### config.mk
export PLATFORM = sky130hd
export DESIGN_NAME = serial_tl_arbiter
export DESIGN_NICKNAME = d
export VERILOG_FILES = /design/src/rtl/serial_tl_arbiter.sv
export SDC_FILE = /design/constraint.sdc
export NUM_CORES = 1
export LEC_CHECK = 0
export BUFFER_PORTS_ARGS = -buffer_cell sky130_fd_sc_hd__buf_2
export CORE_AREA = 2 2 87 89
export CTS_BUF_LIST = sky130_fd_sc_hd__clkbuf_8
export CTS_CLUSTER_SIZE = 12
export DETAILED_ROUTE_END_ITERATION = 16
export DIE_AREA = 0 0 89 91
export HOLD_SLACK_MARGIN = 0.03
export PLACE_DENSITY = 0.87
export SYNTH_ARGS = -nofsm -noshare
export SYNTH_HDL_FRONTEND = slang
export SYNTH_SLANG_ARGS = --single-unit
### constraint.sdc
create_clock -name clock -period 10 [get_ports clock]
set_input_delay 0.5 -clock clock [delete_from_list [all_inputs] [get_ports clock]]
set_output_delay 0.5 -clock clock [all_outputs]
set_load 0.02 [all_outputs]
### src/rtl/serial_tl_arbiter.sv
// Two-requester arbiter in front of a ChipTop serial TileLink port. It grants whole request
// packets round-robin and steers response beats back in grant order through an owner FIFO.
module serial_tl_arbiter #(
  parameter int unsigned OWNER_DEPTH = 4
) (
  input  logic        clock,
  input  logic        reset_n,

  input  logic        req0_valid,
  output logic        req0_ready,
  input  logic [31:0] req0_bits,
  input  logic        req0_last,
  input  logic [3:0]  req0_rlen,

  input  logic        req1_valid,
  output logic        req1_ready,
  input  logic [31:0] req1_bits,
  input  logic        req1_last,
  input  logic [3:0]  req1_rlen,

  output logic        resp0_valid,
  input  logic        resp0_ready,
  output logic [31:0] resp0_bits,
  output logic        resp0_last,

  output logic        resp1_valid,
  input  logic        resp1_ready,
  output logic [31:0] resp1_bits,
  output logic        resp1_last,

  output logic        tl_in_valid,
  input  logic        tl_in_ready,
  output logic [31:0] tl_in_bits,

  input  logic        tl_out_valid,
  output logic        tl_out_ready,
  input  logic [31:0] tl_out_bits,

  output logic        busy,
  output logic [3:0]  outstanding
);

  localparam int unsigned PtrW = (OWNER_DEPTH > 1) ? $clog2(OWNER_DEPTH) : 1;

  typedef enum logic [1:0] {
    StIdle,
    StGrant0,
    StGrant1
  } state_e;

  state_e                 r_state;
  state_e                 w_state_next;
  logic                   r_last_winner;
  logic                   w_last_winner_next;

  logic [OWNER_DEPTH-1:0] r_fifo_owner;
  logic [3:0]             r_fifo_rlen [OWNER_DEPTH];
  logic [PtrW-1:0]        r_wptr;
  logic [PtrW-1:0]        r_rptr;
  logic [3:0]             r_count;
  logic [3:0]             r_beat;

  logic                   w_full;
  logic                   w_empty;
  logic                   w_push;
  logic                   w_push_owner;
  logic [3:0]             w_push_rlen;
  logic                   w_pop;
  logic                   w_beat_fire;
  logic                   w_head_owner;
  logic [3:0]             w_head_rlen;
  logic                   w_last_beat;

  assign w_full       = (r_count == 4'(OWNER_DEPTH));
  assign w_empty      = (r_count == 4'd0);
  assign w_head_owner = r_fifo_owner[r_rptr];
  assign w_head_rlen  = r_fifo_rlen[r_rptr];
  assign w_last_beat  = (r_beat == w_head_rlen);

  assign busy        = (r_state != StIdle) || !w_empty;
  assign outstanding = r_count;

  // Request side: the grant cycle only pushes ownership; beats flow from the next cycle on.
  always_comb begin
    w_state_next       = r_state;
    w_last_winner_next = r_last_winner;
    w_push             = 1'b0;
    w_push_owner       = 1'b0;
    w_push_rlen        = 4'd0;
    tl_in_valid        = 1'b0;
    tl_in_bits         = 32'd0;
    req0_ready         = 1'b0;
    req1_ready         = 1'b0;

    unique case (r_state)
      StIdle: begin
        if (!w_full && (req0_valid || req1_valid)) begin
          w_push = 1'b1;
          // r_last_winner high means req1 went last, so req0 holds priority.
          if (req0_valid && (!req1_valid || r_last_winner)) begin
            w_push_owner = 1'b0;
            w_push_rlen  = req0_rlen;
            w_state_next = StGrant0;
          end else begin
            w_push_owner = 1'b1;
            w_push_rlen  = req1_rlen;
            w_state_next = StGrant1;
          end
        end
      end
      StGrant0: begin
        tl_in_valid = req0_valid;
        tl_in_bits  = req0_bits;
        req0_ready  = tl_in_ready;
        if (req0_valid && tl_in_ready && req0_last) begin
          w_state_next       = StIdle;
          w_last_winner_next = 1'b0;
        end
      end
      StGrant1: begin
        tl_in_valid = req1_valid;
        tl_in_bits  = req1_bits;
        req1_ready  = tl_in_ready;
        if (req1_valid && tl_in_ready && req1_last) begin
          w_state_next       = StIdle;
          w_last_winner_next = 1'b1;
        end
      end
      default: w_state_next = StIdle;
    endcase
  end

  // Response side: the FIFO head decides which responder sees tl_out.
  always_comb begin
    resp0_valid  = 1'b0;
    resp0_bits   = 32'd0;
    resp0_last   = 1'b0;
    resp1_valid  = 1'b0;
    resp1_bits   = 32'd0;
    resp1_last   = 1'b0;
    tl_out_ready = 1'b0;
    w_beat_fire  = 1'b0;
    w_pop        = 1'b0;

    if (!w_empty) begin
      if (!w_head_owner) begin
        resp0_valid  = tl_out_valid;
        resp0_bits   = tl_out_bits;
        resp0_last   = w_last_beat;
        tl_out_ready = resp0_ready;
      end else begin
        resp1_valid  = tl_out_valid;
        resp1_bits   = tl_out_bits;
        resp1_last   = w_last_beat;
        tl_out_ready = resp1_ready;
      end
      w_beat_fire = tl_out_valid && tl_out_ready;
      w_pop       = w_beat_fire && w_last_beat;
    end
  end

  always_ff @(posedge clock or negedge reset_n) begin
    if (!reset_n) begin
      r_state       <= StIdle;
      r_last_winner <= 1'b1;
      r_fifo_owner  <= '0;
      for (int unsigned i = 0; i < OWNER_DEPTH; i++) begin
        r_fifo_rlen[i] <= 4'd0;
      end
      r_wptr        <= '0;
      r_rptr        <= '0;
      r_count       <= 4'd0;
      r_beat        <= 4'd0;
    end else begin
      r_state       <= w_state_next;
      r_last_winner <= w_last_winner_next;

      if (w_push) begin
        r_fifo_owner[r_wptr] <= w_push_owner;
        r_fifo_rlen[r_wptr]  <= w_push_rlen;
        r_wptr               <= r_wptr + 1'b1;
      end
      if (w_pop) begin
        r_rptr <= r_rptr + 1'b1;
      end

      unique case ({w_push, w_pop})
        2'b10:   r_count <= r_count + 4'd1;
        2'b01:   r_count <= r_count - 4'd1;
        default: r_count <= r_count;
      endcase

      if (w_pop) begin
        r_beat <= 4'd0;
      end else if (w_beat_fire) begin
        r_beat <= r_beat + 4'd1;
      end
    end
  end

endmodule

==> qor.txt <==
===============================================================================================
Fraction of power spent switching nets ...........................................        50.6%
Part of the total power dissipated in sequential elements ........................        19.1%
Area overhead of the layout relative to synthesis ................................        42.7%
Total power divided by cell area .................................................  345 mW/mm^2
Least-Margin Pin Slew ............................................................      1.21 ns
Root buffer selected by CTS ...................................................... sky130_fd_sc_hd__clkbuf_8
Final Hold Fails .................................................................            0
CORE AREA ........................................................................ 0.00714 mm^2
PostCTS Resize Cnt ...............................................................            0
Nets .............................................................................          661
Clock buffer count from CTS ......................................................            5
Vert. Die Dim ....................................................................        91 um
Initial cell density of the core .................................................        41.2%
Syn avg cell area ................................................................    8.91 um^2
Syn Inst Count ...................................................................          330
Inst Count DP ....................................................................          629
Clock input transition at the sequential cells of the worst setup and hold paths .      0.07 ns
Path class of the lowest-slack min-delay path ....................................  in -> async
Routed wire length per instance ..................................................      14.7 um
Clock insertion delay at the later pin of the skew report ........................      0.29 ns
Total of flip-flops plus latches after synthesis .................................           35
Number of setup violations in the final report ...................................            0
Total Negative Setup Slacks ......................................................         0 ns
Power share of the combinational group ...........................................        73.1%
Buffers inserted by post-CTS timing repair .......................................            0
Predominant post-synthesis flop cell ............................................. sky130_fd_sc_hd__dfrtp_1
HPWL after detailed placement ....................................................      7510 um
Worst clock skew on the final layout .............................................   0.00633 ns
Area of all placed cells without fillers ......................................... 0.00419 mm^2
Length of the first detailed-routing pass in iterations ..........................            4
Share of power burned in the clock network .......................................         7.7%
Worst endpoint data arrival time .................................................      4.14 ns
Number of max-slew violations in the final report ................................            0
Post-route minimum period ........................................................      3.94 ns
Total global routing track utilization ...........................................        21.9%
Min Hold Slack ...................................................................     0.287 ns
Synthesized net count ............................................................          454
Number of I/O pins ...............................................................          223
Largest net degree at the start of global routing ................................           37
Number of enable-type register cells in the synthesized netlist ..................            0
Die span in x ....................................................................        89 um
Vias/cell ........................................................................         4.98
Via Count ........................................................................         3175
Leakage power ....................................................................      2.18 nW
Global-route wire length before repair ...........................................     14000 um
GRT Residual Overflow ............................................................            0
Share of post-route cells with drive strength above 1 ............................        49.6%
Worst slew slack as a fraction of its limit ......................................        19.5%
Post-layout instance count excluding filler cells ................................          638
Clock tree from TritonCTS ........................................................        built
Category of the worst setup path launch point ....................................         flop
DRC violations left ..............................................................            0
ANT nets after route .............................................................            0
Required arrival time at the worst endpoint ......................................     10.20 ns
Total Die Area ................................................................... 0.00810 mm^2
P_sw .............................................................................       733 uW
Ys async rst share ...............................................................         100%
H-tree levels ....................................................................            2
Cell area reported after detailed placement ...................................... 0.00409 mm^2
Power Internal ...................................................................       714 uW
Number of global-route vias before repair ........................................         2967
Rows .............................................................................           31
Fmax .............................................................................      254 MHz
Seq/Total Area, Yosys ............................................................        29.8%
Distinct cell type count of the synthesized netlist ..............................           42
Fraction of the cycle the final worst path needs .................................        39.4%
Status ........................................................................... complete, no violations
CTS Sinks ........................................................................           35
Gpl congestion ...................................................................        0.869
CTS Buffer Depth .................................................................            2
Category of the critical setup timing path .......................................   reg -> reg
Worst Slack Setup Final ..........................................................      6.06 ns
Number of hold buffers added after CTS ...........................................            0
1st-iter DRT viols ...............................................................          169
Detailed-route wire length .......................................................      9370 um
YS warnings ......................................................................            0
Setup repair after global routing missed its margin ..............................        false
Cell area after synthesis ........................................................ 0.00294 mm^2
Max_cap viols ....................................................................            0
Pre-CTS setup slack ..............................................................      6.08 ns
Setup crit end kind ..............................................................         flop
Antenna violations before repair .................................................            1
Layout fillers ...................................................................          678
Worst VDD drop ...................................................................     0.114 mV
IO Port Bufs .....................................................................          222
Maximum fanout along the worst path ..............................................           12
===============================================================================================
worst max-delay path, stage by stage, from the launching register on:
cell,delay [ns]
sky130_fd_sc_hd__dfrtp_1,0.55
sky130_fd_sc_hd__mux4_2,0.61
sky130_fd_sc_hd__mux2i_1,0.20
sky130_fd_sc_hd__or3b_1,0.54
sky130_fd_sc_hd__nor2_1,0.22
sky130_fd_sc_hd__ha_1,0.33
sky130_fd_sc_hd__xor2_1,0.11
sky130_fd_sc_hd__ha_1,0.23
sky130_fd_sc_hd__or3b_2,0.44
sky130_fd_sc_hd__a21oi_1,0.20
sky130_fd_sc_hd__nor2_1,0.06
sky130_fd_sc_hd__o41a_1,0.11
sky130_fd_sc_hd__a211oi_1,0.24
placed cells by master, fill, tap and decap left out, types with 5 or more instances in the layout:
cell / netlist / final
sky130_fd_sc_hd__buf_2: 3 / 222
sky130_fd_sc_hd__nor2b_1: 36 / 36
sky130_fd_sc_hd__clkbuf_8: 0 / 7
sky130_fd_sc_hd__a22oi_1: 34 / 34
sky130_fd_sc_hd__ha_1: 10 / 10
sky130_fd_sc_hd__nand3_1: 8 / 8
sky130_fd_sc_hd__nor2_1: 10 / 10
sky130_fd_sc_hd__mux4_2: 5 / 5
sky130_fd_sc_hd__mux2_2: 26 / 26
sky130_fd_sc_hd__dfrtp_1: 34 / 34
sky130_fd_sc_hd__nand2_1: 16 / 16
sky130_fd_sc_hd__and2_1: 69 / 69
sky130_fd_sc_hd__xnor2_1: 7 / 7
sky130_fd_sc_hd__inv_1: 11 / 12
sky130_fd_sc_hd__o21ai_0: 8 / 8
per-layer routing:
layer	track usage [%]	wire [um]	up-vias
li1	-	-	1557
met5	0	0	-
met1	26.7	3750	1461
met4	10.2	272	0
met2	37.0	4780	129
met3	3.55	557	28
power by group through the flow:
stage	logic (mW)	registers (mW)	clock network, mW
final	1.06	0.277	0.112
after global routing	1.16	0.289	0.119
after CTS	1.06	0.277	0.114
after detailed placement	1.06	0.279	0
after global placement	1.03	0.271	0
after floorplan	0.774	0.258	0
final timing paths:
check                                           start                          end  slack, ns  depth (start not counted)
setup / recovery                r_rptr[0]$_DFFE_PN0P_   outstanding[2]$_DFFE_PN0P_       6.06                         12
hold / removal                                reset_n  r_fifo_owner[2]$_DFFE_PN0P_       0.29                          1
setup reg to reg                r_rptr[0]$_DFFE_PN0P_   outstanding[2]$_DFFE_PN0P_       6.06                         12
hold reg to reg            r_fifo_rlen[9]$_DFFE_PN0P_   r_fifo_rlen[9]$_DFFE_PN0P_       0.51                          1
max in group asynchronous                     reset_n   r_fifo_rlen[2]$_DFFE_PN0P_       9.22                          1
min in group clock         r_fifo_rlen[9]$_DFFE_PN0P_   r_fifo_rlen[9]$_DFFE_PN0P_       0.51                          1
through the flow:
stage               power, mW  utilization, %
finish                   1.45            58.8
floorplan                1.03               -
global placement         1.30            57.3
global route             1.56            58.8
CTS                      1.45            58.7
detailed placement       1.34            57.3
Yosys cell counts (2+ instances only):
cell,instances,share of area [%]
sky130_fd_sc_hd__o21ai_0,8,1.4
sky130_fd_sc_hd__nand3_1,8,1.4
sky130_fd_sc_hd__clkbuf_1,20,2.6
sky130_fd_sc_hd__nor3_1,2,0.34
sky130_fd_sc_hd__a22oi_1,34,8.7
sky130_fd_sc_hd__dfrtp_1,34,29
sky130_fd_sc_hd__mux4_2,5,3.8
sky130_fd_sc_hd__ha_1,10,4.3
sky130_fd_sc_hd__nor3b_1,3,0.77
sky130_fd_sc_hd__inv_1,11,1.4
sky130_fd_sc_hd__a21oi_1,2,0.34
sky130_fd_sc_hd__nor2_1,10,1.3
sky130_fd_sc_hd__o31ai_1,2,0.51
sky130_fd_sc_hd__xor2_1,2,0.60
sky130_fd_sc_hd__and2_1,69,15
sky130_fd_sc_hd__mux2_2,26,10
sky130_fd_sc_hd__nand2_1,16,2.0
sky130_fd_sc_hd__nor2b_1,36,7.7
sky130_fd_sc_hd__buf_2,3,0.51
sky130_fd_sc_hd__xnor2_1,7,2.1
flip-flops by register name (all words and copies together) (netlist names):
register / cells
r_wptr: 2
r_rptr: 2
r_last_winner: 1
outstanding: 4
r_state: 2
r_fifo_owner: 4
r_fifo_rlen: 16
r_beat: 4
logic make-up after synthesis:
group,synth area share [%]
AND/OR/NAND/NOR,30.9
AO/OA/AOI/OAI,13.2
buffers and inverters,4.98
flip-flops,29.8
multiplexers,14.1
adder cells (fa/ha/maj),4.26
XOR/XNOR,2.68
area by class of cell:
type                       count  area [um^2]  share of cell area [%]
antenna                        1         2.50                  0.0597
clock buffer                   7         96.3                    2.30
clock inverter                 1         3.75                  0.0895
inverter                      11         41.3                   0.984
multi-input combinational    259         1920                    45.7
sequential                    35          877                    20.9
tap                           99          124                    2.95
timing repair buffer         225         1130                    27.0
(Power assumes the default switching activity.)
